**config.mk**
```make
export PLATFORM = sky130hd
export DESIGN_NAME = ysyx_041514_ex_mdu_flat
export DESIGN_NICKNAME = d
export VERILOG_FILES = /design/src/rtl/ysyx_041514_ex_mdu_pkg.sv /design/src/rtl/ysyx_041514_ex_mdu_if.sv /design/src/rtl/ysyx_041514_mdu_div_core.sv /design/src/rtl/ysyx_041514_regTemplate.sv /design/src/rtl/ysyx_041514_ex_mdu.sv /design/src/flat_wrapper.sv
export SDC_FILE = /design/constraint.sdc
export NUM_CORES = 2
export LEC_CHECK = 0
export BUFFER_PORTS_ARGS = -buffer_cell sky130_fd_sc_hd__buf_2
export CELL_PAD_IN_SITES_DETAIL_PLACEMENT = 2
export CELL_PAD_IN_SITES_GLOBAL_PLACEMENT = 2
export CORE_MARGIN = 4
export CORE_UTILIZATION = 39
export DETAILED_ROUTE_END_ITERATION = 10
export HOLD_SLACK_MARGIN = 0.15
export PLACE_DENSITY_LB_ADDON = 0.12
export SETUP_SLACK_MARGIN = 0.15
export SLEW_MARGIN = 40
export SYNTH_ARGS = -nofsm -noshare
export SYNTH_HDL_FRONTEND = slang
export SYNTH_SLANG_ARGS = --single-unit
```
**constraint.sdc**
```tcl
create_clock -name clk -period 16.76 [get_ports clk]
set_input_delay 2.514 -clock clk [delete_from_list [all_inputs] [get_ports clk]]
set_output_delay 2.514 -clock clk [all_outputs]
set_load 0.03 [all_outputs]
```
**src/rtl/ysyx_041514_ex_mdu_pkg.sv**
```systemverilog
// Shared definitions for the EX-stage RV64M multiply/divide unit:
// MDU op encodings (next to the existing ALUOP/MEMOP encodings), FSM states, op decode and result fix-up.
// No ports; imported by the interface, the top and the sub-modules.
package ysyx_041514_ex_mdu_pkg;

  localparam int XLEN = 64;

  localparam int ysyx_041514_MDUOP_LEN = 4;
  localparam logic [ysyx_041514_MDUOP_LEN-1:0] ysyx_041514_MDUOP_MUL    = 4'd0;
  localparam logic [ysyx_041514_MDUOP_LEN-1:0] ysyx_041514_MDUOP_MULH   = 4'd1;
  localparam logic [ysyx_041514_MDUOP_LEN-1:0] ysyx_041514_MDUOP_MULHSU = 4'd2;
  localparam logic [ysyx_041514_MDUOP_LEN-1:0] ysyx_041514_MDUOP_MULHU  = 4'd3;
  localparam logic [ysyx_041514_MDUOP_LEN-1:0] ysyx_041514_MDUOP_DIV    = 4'd4;
  localparam logic [ysyx_041514_MDUOP_LEN-1:0] ysyx_041514_MDUOP_DIVU   = 4'd5;
  localparam logic [ysyx_041514_MDUOP_LEN-1:0] ysyx_041514_MDUOP_REM    = 4'd6;
  localparam logic [ysyx_041514_MDUOP_LEN-1:0] ysyx_041514_MDUOP_REMU   = 4'd7;
  localparam logic [ysyx_041514_MDUOP_LEN-1:0] ysyx_041514_MDUOP_MULW   = 4'd8;
  localparam logic [ysyx_041514_MDUOP_LEN-1:0] ysyx_041514_MDUOP_DIVW   = 4'd9;
  localparam logic [ysyx_041514_MDUOP_LEN-1:0] ysyx_041514_MDUOP_DIVUW  = 4'd10;
  localparam logic [ysyx_041514_MDUOP_LEN-1:0] ysyx_041514_MDUOP_REMW   = 4'd11;
  localparam logic [ysyx_041514_MDUOP_LEN-1:0] ysyx_041514_MDUOP_REMUW  = 4'd12;

  typedef enum logic [1:0] {
    MDU_IDLE,
    MDU_CALC,
    MDU_DONE
  } mdu_state_e;

  typedef struct packed {
    logic is_mul;    // shift-add path (all MUL* ops)
    logic is_rem;    // result is the remainder
    logic is_w;      // 32-bit operand/result op
    logic w_signed;  // W operands sign-extended (else zero-extended)
    logic signed_a;
    logic signed_b;
    logic rsvd;
  } mdu_dec_t;

  function automatic logic [XLEN-1:0] sext32(input logic [31:0] v);
    return {{32{v[31]}}, v};
  endfunction

  function automatic logic [XLEN-1:0] zext32(input logic [31:0] v);
    return {32'b0, v};
  endfunction

  function automatic mdu_dec_t mdu_decode(input logic [ysyx_041514_MDUOP_LEN-1:0] op);
    mdu_dec_t d;
    d = '0;
    case (op)
      ysyx_041514_MDUOP_MUL:    d.is_mul = 1'b1;
      ysyx_041514_MDUOP_MULH:   begin d.is_mul = 1'b1; d.signed_a = 1'b1; d.signed_b = 1'b1; end
      ysyx_041514_MDUOP_MULHSU: begin d.is_mul = 1'b1; d.signed_a = 1'b1; end
      ysyx_041514_MDUOP_MULHU:  d.is_mul = 1'b1;
      ysyx_041514_MDUOP_DIV:    begin d.signed_a = 1'b1; d.signed_b = 1'b1; end
      ysyx_041514_MDUOP_DIVU:   ;
      ysyx_041514_MDUOP_REM:    begin d.is_rem = 1'b1; d.signed_a = 1'b1; d.signed_b = 1'b1; end
      ysyx_041514_MDUOP_REMU:   d.is_rem = 1'b1;
      ysyx_041514_MDUOP_MULW:   begin
        d.is_mul = 1'b1; d.is_w = 1'b1; d.w_signed = 1'b1; d.signed_a = 1'b1; d.signed_b = 1'b1;
      end
      ysyx_041514_MDUOP_DIVW:   begin d.is_w = 1'b1; d.w_signed = 1'b1; d.signed_a = 1'b1; d.signed_b = 1'b1; end
      ysyx_041514_MDUOP_DIVUW:  d.is_w = 1'b1;
      ysyx_041514_MDUOP_REMW:   begin
        d.is_rem = 1'b1; d.is_w = 1'b1; d.w_signed = 1'b1; d.signed_a = 1'b1; d.signed_b = 1'b1;
      end
      ysyx_041514_MDUOP_REMUW:  begin d.is_rem = 1'b1; d.is_w = 1'b1; end
      default:                  d.rsvd = 1'b1;
    endcase
    return d;
  endfunction

  // acc holds the unsigned product, or {remainder, quotient} for divides.
  // neg is the sign of whichever half the op returns.
  function automatic logic [XLEN-1:0] mdu_fixup(input logic [ysyx_041514_MDUOP_LEN-1:0] op,
                                                input logic neg,
                                                input logic [2*XLEN-1:0] acc);
    logic [2*XLEN-1:0] prod;
    logic [XLEN-1:0]   quo;
    logic [XLEN-1:0]   rem;
    logic [XLEN-1:0]   res;
    prod = neg ? -acc : acc;
    quo  = neg ? -acc[XLEN-1:0] : acc[XLEN-1:0];
    rem  = neg ? -acc[2*XLEN-1:XLEN] : acc[2*XLEN-1:XLEN];
    case (op)
      ysyx_041514_MDUOP_MUL:                           res = prod[XLEN-1:0];
      ysyx_041514_MDUOP_MULH, ysyx_041514_MDUOP_MULHSU,
      ysyx_041514_MDUOP_MULHU:                         res = prod[2*XLEN-1:XLEN];
      ysyx_041514_MDUOP_MULW:                          res = sext32(prod[31:0]);
      ysyx_041514_MDUOP_DIV, ysyx_041514_MDUOP_DIVU:   res = quo;
      ysyx_041514_MDUOP_REM, ysyx_041514_MDUOP_REMU:   res = rem;
      ysyx_041514_MDUOP_DIVW, ysyx_041514_MDUOP_DIVUW: res = sext32(quo[31:0]);
      ysyx_041514_MDUOP_REMW, ysyx_041514_MDUOP_REMUW: res = sext32(rem[31:0]);
      default:                                         res = '0;
    endcase
    return res;
  endfunction

endpackage

```
**src/rtl/ysyx_041514_ex_mdu_if.sv**
```systemverilog
// ID/EX-to-MDU bundle: flush, start, op and operands in; stall request, done pulse and result out.
// master = pipeline side (drives operands), slave = MDU.
interface ysyx_041514_ex_mdu_if;
  logic                                                             flush_i;
  logic                                                             start_i;
  logic [ysyx_041514_ex_mdu_pkg::ysyx_041514_MDUOP_LEN-1:0]         op_i;
  logic [ysyx_041514_ex_mdu_pkg::XLEN-1:0]                          rs1_data_i;
  logic [ysyx_041514_ex_mdu_pkg::XLEN-1:0]                          rs2_data_i;
  logic                                                             busy_o;
  logic                                                             done_o;
  logic [ysyx_041514_ex_mdu_pkg::XLEN-1:0]                          result_o;

  modport master (
    output flush_i, start_i, op_i, rs1_data_i, rs2_data_i,
    input  busy_o, done_o, result_o
  );

  modport slave (
    input  flush_i, start_i, op_i, rs1_data_i, rs2_data_i,
    output busy_o, done_o, result_o
  );
endinterface

```
**src/rtl/ysyx_041514_mdu_div_core.sv**
```systemverilog
// One restoring-division step (combinational): shift {rem, quo} left, trial-subtract divisor.
// Ports: rem_i/quo_i/divisor_i -> rem_o/quo_o. quo_i carries the remaining dividend bits in its MSBs.
module ysyx_041514_mdu_div_core #(
  parameter int XLEN = 64
) (
  input  logic [XLEN-1:0] rem_i,
  input  logic [XLEN-1:0] quo_i,
  input  logic [XLEN-1:0] divisor_i,
  output logic [XLEN-1:0] rem_o,
  output logic [XLEN-1:0] quo_o
);
  logic [XLEN:0] shifted;
  logic [XLEN:0] trial;
  logic          fits;

  // rem_i < divisor, so the shifted partial remainder needs one extra bit;
  // a borrow shows up in the top bit of the trial difference.
  assign shifted = {rem_i, quo_i[XLEN-1]};
  assign trial   = shifted - {1'b0, divisor_i};
  assign fits    = ~trial[XLEN];
  assign rem_o   = fits ? trial[XLEN-1:0] : shifted[XLEN-1:0];
  assign quo_o   = {quo_i[XLEN-2:0], fits};
endmodule

```
**src/rtl/ysyx_041514_regTemplate.sv**
```systemverilog
// Generic register with synchronous active-high reset and write enable.
// Ports: clk, rst, wen_i, din_i -> dout_o.
module ysyx_041514_regTemplate #(
  parameter int               WIDTH     = 1,
  parameter logic [WIDTH-1:0] RESET_VAL = '0
) (
  input  logic             clk,
  input  logic             rst,
  input  logic             wen_i,
  input  logic [WIDTH-1:0] din_i,
  output logic [WIDTH-1:0] dout_o
);
  always_ff @(posedge clk) begin
    if (rst) begin
      dout_o <= RESET_VAL;
    end else if (wen_i) begin
      dout_o <= din_i;
    end
  end
endmodule

```
**src/rtl/ysyx_041514_ex_mdu.sv**
```systemverilog
// Iterative RV64M multiply/divide unit in EX: one bit per cycle, stalls ID/EX via busy_o, one-cycle done_o.
// Ports: clk, rst (sync, active-high), mdu (slave modport: flush/start/op/rs1/rs2 in, busy/done/result out).
// Optional YSYX_041514_FAST_MUL_EN: multiplies finish in one cycle with a single '*'.
module ysyx_041514_ex_mdu
  import ysyx_041514_ex_mdu_pkg::*;
(
  input logic                  clk,
  input logic                  rst,
  ysyx_041514_ex_mdu_if.slave  mdu
);
  localparam int CNT_W = $clog2(XLEN);

  mdu_state_e                       state_q;
  logic [CNT_W-1:0]                 cnt_q;
  logic [ysyx_041514_MDUOP_LEN-1:0] op_q;
  logic                             neg_q;
  logic [XLEN-1:0]                  opb_q;
  logic [2*XLEN-1:0]                acc_q;   // mul: {partial sum, multiplier}; div: {rem, quo}
  logic                             done_q;

  mdu_dec_t        dec;
  logic [XLEN-1:0] a_ext, b_ext, mag_a, mag_b;
  logic            sign_a, sign_b, neg_in;
  logic            div_zero, fast_mul, direct, accept;

  // ---------------- operand preparation (IDLE) ----------------
  assign dec = mdu_decode(mdu.op_i);

  always_comb begin
    a_ext = mdu.rs1_data_i;
    b_ext = mdu.rs2_data_i;
    if (dec.is_w) begin
      a_ext = dec.w_signed ? sext32(mdu.rs1_data_i[31:0]) : zext32(mdu.rs1_data_i[31:0]);
      b_ext = dec.w_signed ? sext32(mdu.rs2_data_i[31:0]) : zext32(mdu.rs2_data_i[31:0]);
    end
  end

  assign sign_a   = dec.signed_a & a_ext[XLEN-1];
  assign sign_b   = dec.signed_b & b_ext[XLEN-1];
  // Magnitude of the most negative value is 2^(XLEN-1), which is exact as unsigned,
  // so min / -1 falls out of the magnitude path without a special case.
  assign mag_a    = sign_a ? -a_ext : a_ext;
  assign mag_b    = sign_b ? -b_ext : b_ext;
  assign neg_in   = dec.is_rem ? sign_a : (sign_a ^ sign_b);
  assign div_zero = ~dec.is_mul & ~dec.rsvd & (b_ext == '0);

`ifdef YSYX_041514_FAST_MUL_EN
  assign fast_mul = dec.is_mul;
`else
  assign fast_mul = 1'b0;
`endif

  assign direct = div_zero | dec.rsvd | fast_mul;
  assign accept = (state_q == MDU_IDLE) & mdu.start_i & ~mdu.flush_i;

  // Result of ops that skip CALC. Divide by zero reuses the divide fix-up with
  // {rem = extended dividend, quo = all ones} and no sign correction.
  logic [2*XLEN-1:0] idle_acc;
  logic              idle_neg;

  always_comb begin
    idle_acc = '0;
    if (div_zero) begin
      idle_acc = {a_ext, {XLEN{1'b1}}};
    end
`ifdef YSYX_041514_FAST_MUL_EN
    else if (dec.is_mul) begin
      idle_acc = {{XLEN{1'b0}}, mag_a} * {{XLEN{1'b0}}, mag_b};
    end
`endif
  end

  assign idle_neg = div_zero ? 1'b0 : neg_in;

  // ---------------- per-cycle step (CALC) ----------------
  logic [XLEN:0]     mul_sum;
  logic [2*XLEN-1:0] mul_next;
  logic [XLEN-1:0]   div_rem, div_quo;
  logic [2*XLEN-1:0] step_acc;
  logic              op_is_mul;

  assign mul_sum  = {1'b0, acc_q[2*XLEN-1:XLEN]} + (acc_q[0] ? {1'b0, opb_q} : {(XLEN+1){1'b0}});
  assign mul_next = {mul_sum, acc_q[XLEN-1:1]};

  ysyx_041514_mdu_div_core #(.XLEN(XLEN)) u_div_core (
    .rem_i     (acc_q[2*XLEN-1:XLEN]),
    .quo_i     (acc_q[XLEN-1:0]),
    .divisor_i (opb_q),
    .rem_o     (div_rem),
    .quo_o     (div_quo)
  );

  assign op_is_mul = mdu_decode(op_q).is_mul;
  assign step_acc  = op_is_mul ? mul_next : {div_rem, div_quo};

  // ---------------- result register ----------------
  logic [XLEN-1:0] result_d;
  logic            result_wen;

  always_comb begin
    result_wen = 1'b0;
    result_d   = mdu_fixup(op_q, neg_q, step_acc);
    if (accept & direct) begin
      result_wen = 1'b1;
      result_d   = mdu_fixup(mdu.op_i, idle_neg, idle_acc);
    end else if ((state_q == MDU_CALC) & ~mdu.flush_i & (cnt_q == '0)) begin
      result_wen = 1'b1;
    end
  end

  ysyx_041514_regTemplate #(.WIDTH(XLEN), .RESET_VAL('0)) u_result_reg (
    .clk    (clk),
    .rst    (rst),
    .wen_i  (result_wen),
    .din_i  (result_d),
    .dout_o (mdu.result_o)
  );

  // ---------------- control FSM ----------------
  always_ff @(posedge clk) begin
    if (rst) begin
      state_q <= MDU_IDLE;
      cnt_q   <= '0;
      op_q    <= '0;
      neg_q   <= 1'b0;
      opb_q   <= '0;
      acc_q   <= '0;
      done_q  <= 1'b0;
    end else begin
      done_q <= 1'b0;
      if (mdu.flush_i) begin
        state_q <= MDU_IDLE;
      end else begin
        case (state_q)
          MDU_IDLE: begin
            if (mdu.start_i) begin
              op_q  <= mdu.op_i;
              neg_q <= neg_in;
              opb_q <= mag_b;
              acc_q <= {{XLEN{1'b0}}, mag_a};
              if (direct) begin
                state_q <= MDU_DONE;
                done_q  <= 1'b1;
              end else begin
                state_q <= MDU_CALC;
                cnt_q   <= CNT_W'(XLEN - 1);
              end
            end
          end
          MDU_CALC: begin
            acc_q <= step_acc;
            if (cnt_q == '0) begin
              state_q <= MDU_DONE;
              done_q  <= 1'b1;
            end else begin
              cnt_q <= cnt_q - 1'b1;
            end
          end
          MDU_DONE: begin
            // start_i still shows the completing instruction here; ignore it.
            state_q <= MDU_IDLE;
          end
          default: state_q <= MDU_IDLE;
        endcase
      end
    end
  end

  assign mdu.busy_o = ~mdu.flush_i & (((state_q == MDU_IDLE) & mdu.start_i) | (state_q == MDU_CALC));
  assign mdu.done_o = done_q;

endmodule

```
**src/flat_wrapper.sv**
```systemverilog
// flat-port wrapper written by rule: the top's interface ports become plain ports
module ysyx_041514_ex_mdu_flat import ysyx_041514_ex_mdu_pkg::*;
  (clk, rst, mdu_flush_i, mdu_start_i, mdu_op_i, mdu_rs1_data_i, mdu_rs2_data_i, mdu_busy_o, mdu_done_o, mdu_result_o);
  ysyx_041514_ex_mdu_if mdu_i ();
  input logic clk;
  input logic rst;
  input wire logic [$bits(mdu_i.flush_i)-1:0] mdu_flush_i;
  input wire logic [$bits(mdu_i.start_i)-1:0] mdu_start_i;
  input wire logic [$bits(mdu_i.op_i)-1:0] mdu_op_i;
  input wire logic [$bits(mdu_i.rs1_data_i)-1:0] mdu_rs1_data_i;
  input wire logic [$bits(mdu_i.rs2_data_i)-1:0] mdu_rs2_data_i;
  output wire logic [$bits(mdu_i.busy_o)-1:0] mdu_busy_o;
  output wire logic [$bits(mdu_i.done_o)-1:0] mdu_done_o;
  output wire logic [$bits(mdu_i.result_o)-1:0] mdu_result_o;
  assign mdu_i.flush_i = mdu_flush_i;
  assign mdu_i.start_i = mdu_start_i;
  assign mdu_i.op_i = mdu_op_i;
  assign mdu_i.rs1_data_i = mdu_rs1_data_i;
  assign mdu_i.rs2_data_i = mdu_rs2_data_i;
  assign mdu_busy_o = mdu_i.busy_o;
  assign mdu_done_o = mdu_i.done_o;
  assign mdu_result_o = mdu_i.result_o;
  ysyx_041514_ex_mdu u_core (.clk(clk), .rst(rst), .mdu(mdu_i));
endmodule
```
==> insert_results.sql <==
INSERT INTO impl_metrics (metric_group, metric, value, unit) VALUES
('outcome', 'status', 'finished, final reports clean', ''),
('worst_setup_path', 'crit-reg2reg-capture', 'u_core.u_result_reg.dout_o[50]', ''),
('routing', 'drtPass1Iterations', '7', ''),
('clocking', 'clk_transition_reported_paths', '0.06', 'ns'),
('clocking', 'cts_max_path_buffers', '3', ''),
('cells_and_area', 'syn_to_final_growth', '10.9', '%'),
('global_routing', 'grt_start_max_net_pins', '120', ''),
('clocking', 'cts_tree', 'yes', ''),
('cells_and_area', 'fin_nets', '5037', ''),
('floorplanning', 'die_height', '296', 'um'),
('sta', 'setup_viol_count_final', '0', ''),
('cells_and_area', 'final_layout_size_suffix_gt1_share', '10.8', '%'),
('logic_synthesis', 'postSynthAreaPerCell', '6.81', 'um2'),
('sta', 'drv_slew', '0', ''),
('power', 'p_total', '2640', 'uW'),
('routing', 'wl_per_cell', '34.5', 'um'),
('sta', 'report.final.hold_viol_count', '0', ''),
('logic_synthesis', 'synth.net_count', '5020', ''),
('clocking', 'postCtsHoldBufs', '0', ''),
('sta', 'tns', '0', 'ns'),
('sta', 'timing.clock.skew', '0.0230', 'ns'),
('global_routing', 'first_global_vias', '40661', ''),
('floorplanning', 'initial_utilization', '39.4', '%'),
('logic_synthesis', 'async_reset_ff_share', '0', '%'),
('clocking', 'total_clock_sinks', '270', ''),
('sta', 'worst_slack', '8.66', 'ns'),
('power', 'irDropWorstVdd', '0.0000573', 'V'),
('worst_setup_path', 'cp-end-kind', 'register', ''),
('worst_hold_path', 'holdCritPathClass', 'reg2reg', ''),
('worst_setup_path', 'worstPathRequired', '17.26', 'ns'),
('routing', 'routed-wl-met3', '25300', 'um'),
('floorplanning', 'io-pin-count', '202', ''),
('sta', 'grt_setup_unrepaired', 'no', ''),
('routing', 'drt_iter0_drc', '5375', ''),
('logic_synthesis', 'top_cell_type_s_share_of_synthesized_area', '16.7', '%'),
('sta', 'worst_slew_margin_rel', '26.3', '%'),
('global_routing', 'grt_pass1_wl', '289000', 'um'),
('sta', 'timing.fmax', '0.123', 'GHz'),
('cells_and_area', 'area.sequential', '5410', 'um2'),
('sta', 'finalCritPeriodShare', '48.3', '%'),
('worst_hold_path', 'min_delay_path_depth', '2', ''),
('clocking', 'post_cts_resized', '0', ''),
('cells_and_area', 'layout.cells.most_common', 'sky130_fd_sc_hd__nand2_1', ''),
('routing', 'wirelength_met1', '85900', 'um'),
('logic_synthesis', 'combinational_family_with_the_most_area_after_synthesis', 'compound AO/OA/AOI/OAI gates', ''),
('logic_synthesis', 'postSynthCellCount', '4748', ''),
('floorplanning', 'placementRows', '105', ''),
('clocking', 'cts_setup_buffers', '0', ''),
('cells_and_area', 'final_cell_mix', 'sky130_fd_sc_hd__nand2_1 (524), sky130_fd_sc_hd__a21oi_1 (500), sky130_fd_sc_hd__nor2_1 (483), sky130_fd_sc_hd__o21ai_0 (324), sky130_fd_sc_hd__dfxtp_1 (268)', ''),
('logic_synthesis', 'synthXorXnorAreaFrac', '7.63', '%'),
('routing', 'top_layer_reached_by_signal_wires', 'met5', ''),
('logic_synthesis', 'post_synth_fa_ha_maj_area_fraction', '5.31', '%'),
('worst_setup_path', 'worstSetupStartpointType', 'register', ''),
('logic_synthesis', 'synth.lib_cells_used.distinct', '113', ''),
('routing', 'route.detailed.drc', '0', ''),
('logic_synthesis', 'synth_warnings', '0', ''),
('cells_and_area', 'final_standard_cell_area_without_fillers', '35900', 'um2'),
('logic_synthesis', 'synth.mux.area_fraction', '3.32', '%'),
('worst_hold_path', 'timing.hold.worst_endpoint', 'u_core.opb_q[35]', ''),
('routing', 'postRouteAntennaNets', '0', ''),
('worst_hold_path', 'timing.hold.worst.start', 'u_core.opb_q[35]', ''),
('logic_synthesis', 'synth_seq_area_share', '16.7', '%'),
('cells_and_area', 'layout.core_utilization', '43.7', '%'),
('logic_synthesis', 'synth_enable_flop_cells', '0', ''),
('placed_design', 'pre_cts_ws', '8.81', 'ns'),
('logic_synthesis', 'synth.cell_area', '32300', 'um2'),
('placed_design', 'post-dp-hpwl', '159000', 'um'),
('routing', 'met2_wirelength', '82100', 'um'),
('global_routing', 'grt_antenna_before_repair', '20', ''),
('worst_setup_path', 'critPathKind', 'reg2reg', ''),
('logic_synthesis', 'ys.flop_type', 'sky130_fd_sc_hd__dfxtp_1', '');
## Yosys cell counts (21+ instances only)
| library cell | n |
|---|---|
| sky130_fd_sc_hd__nand2_1 | 527 |
| sky130_fd_sc_hd__a21oi_1 | 507 |
| sky130_fd_sc_hd__nor2_1 | 487 |
| sky130_fd_sc_hd__o21ai_0 | 334 |
| sky130_fd_sc_hd__dfxtp_1 | 270 |
| sky130_fd_sc_hd__clkbuf_1 | 253 |
| sky130_fd_sc_hd__xnor2_1 | 157 |
| sky130_fd_sc_hd__ha_1 | 134 |
| sky130_fd_sc_hd__nor3_1 | 128 |
| sky130_fd_sc_hd__xor2_1 | 125 |
| sky130_fd_sc_hd__inv_1 | 114 |
| sky130_fd_sc_hd__nand3_1 | 113 |
| sky130_fd_sc_hd__a211oi_1 | 112 |
| sky130_fd_sc_hd__and2_1 | 100 |
| sky130_fd_sc_hd__mux2i_1 | 87 |
| sky130_fd_sc_hd__or3_1 | 81 |
| sky130_fd_sc_hd__nand4_1 | 77 |
| sky130_fd_sc_hd__o211ai_1 | 76 |
| sky130_fd_sc_hd__a21o_1 | 74 |
| sky130_fd_sc_hd__a31oi_1 | 73 |
| sky130_fd_sc_hd__o31ai_1 | 71 |
| sky130_fd_sc_hd__and3_1 | 64 |
| sky130_fd_sc_hd__a22oi_1 | 63 |
| sky130_fd_sc_hd__buf_1 | 36 |
| sky130_fd_sc_hd__nand2b_1 | 36 |
| sky130_fd_sc_hd__nor4_1 | 35 |
| sky130_fd_sc_hd__o21a_1 | 30 |
| sky130_fd_sc_hd__buf_2 | 28 |
| sky130_fd_sc_hd__nor2b_1 | 28 |
| sky130_fd_sc_hd__o221ai_1 | 28 |
| sky130_fd_sc_hd__o41ai_1 | 28 |
| sky130_fd_sc_hd__a221oi_1 | 27 |
| sky130_fd_sc_hd__o21bai_1 | 27 |
| sky130_fd_sc_hd__or4_1 | 23 |
| sky130_fd_sc_hd__o22ai_1 | 22 |
| sky130_fd_sc_hd__a311oi_1 | 21 |
## critical path, stage by stage, from the launching register on
cell and delay, ns:
sky130_fd_sc_hd__dfxtp_1 0.43, sky130_fd_sc_hd__ha_1 0.35, sky130_fd_sc_hd__a21o_1 0.22, sky130_fd_sc_hd__or2_1 0.24, sky130_fd_sc_hd__o21a_1 0.23, sky130_fd_sc_hd__a41oi_1 0.52
sky130_fd_sc_hd__and3_1 0.57, sky130_fd_sc_hd__o211a_2 0.69, sky130_fd_sc_hd__o41ai_1 0.12, sky130_fd_sc_hd__buf_4 0.23, sky130_fd_sc_hd__inv_1 0.23, sky130_fd_sc_hd__ha_1 0.25
sky130_fd_sc_hd__nor2b_1 0.22, sky130_fd_sc_hd__o2111a_1 0.24, sky130_fd_sc_hd__nand4_1 0.22, sky130_fd_sc_hd__nor4_1 0.41, sky130_fd_sc_hd__nand4_1 0.28, sky130_fd_sc_hd__nor2_1 0.42
sky130_fd_sc_hd__a31oi_1 0.38, sky130_fd_sc_hd__or2_2 0.40, sky130_fd_sc_hd__o41ai_1 0.33, sky130_fd_sc_hd__buf_4 0.25, sky130_fd_sc_hd__nand2_1 0.11, sky130_fd_sc_hd__mux2i_1 0.18
sky130_fd_sc_hd__o22a_1 0.26, sky130_fd_sc_hd__a221oi_2 0.23
## final cells by class
cell class                      count  area share, %
Timing Repair Buffer              301           5.05
Antenna cell                        5         0.0349
Tap cell                         1070           3.73
Sequential cell                   270           15.1
Clock inverter                     14          0.443
Multi-Input combinational cell   4035           71.2
Inverter                          118           1.23
Clock buffer                       55           3.23
## through the flow
| stage | hold slack, ns | cells |
|---|---|---|
| after floorplan | 0.440 | 4748 |
| after global placement | 0.454 | 5791 |
| after detailed placement | 0.473 | 5792 |
| after CTS | 0.481 | 5861 |
| after global routing | 0.509 | 5863 |
| final | 0.483 | 5868 |
## per-layer routing
metal | global-route usage [%] | vias to the layer above
met5 | 0 | -
li1 | - | 17717
met3 | 14.9 | 443
met2 | 63.8 | 2406
met4 | 16.1 | 8
met1 | 60.8 | 20991
## kinds of logic (layout without fill, tap and decap cells)
| kind of cell | Yosys count | after routing |
|---|---|---|
| buffers and inverters | 443 | 488 |
| XOR/XNOR | 282 | 282 |
| AND/OR/NAND/NOR | 1796 | 1796 |
| flip-flops | 270 | 270 |
| other | 0 | 5 |
| AO/OA/AOI/OAI | 1716 | 1716 |
| multiplexers | 105 | 105 |
| adder cells (fa/ha/maj) | 136 | 136 |
## power by group
| group | total (uW) | internal (uW) | switching (uW) |
|---|---|---|---|
| combinational | 1020 | 285 | 733 |
| sequential | 723 | 676 | 47.8 |
| clock | 901 | 527 | 374 |
| total | 2640 | 1490 | 1150 |
## flip-flops by register name, summed over array words and instances, names as in the netlist
name,cells
u_core.op_q,4
u_core.u_result_reg.dout_o,64
u_core.acc_q,128
u_core.state_q,2
u_core.mdu.done_o,1
u_core.cnt_q,6
u_core.opb_q,64
u_core.neg_q,1
## worst max-delay path by stage
stage	startpoint	endpoint	slack (ns)	depth (start not counted)
2_1_floorplan	u_core.op_q[1]	u_core.u_result_reg.dout_o[50]	10.10	27
3_3_place_gp	mdu_rs2_data_i[8]	u_core.u_result_reg.dout_o[62]	9.01	16
3_5_place_dp	u_core.opb_q[7]	u_core.u_result_reg.dout_o[58]	8.81	26
4_1_cts	u_core.opb_q[7]	u_core.u_result_reg.dout_o[58]	8.79	26
5_1_grt	u_core.acc_q[70]	u_core.u_result_reg.dout_o[50]	8.34	25
6_report	u_core.acc_q[70]	u_core.u_result_reg.dout_o[50]	8.66	25
(Power assumes the default switching activity.)
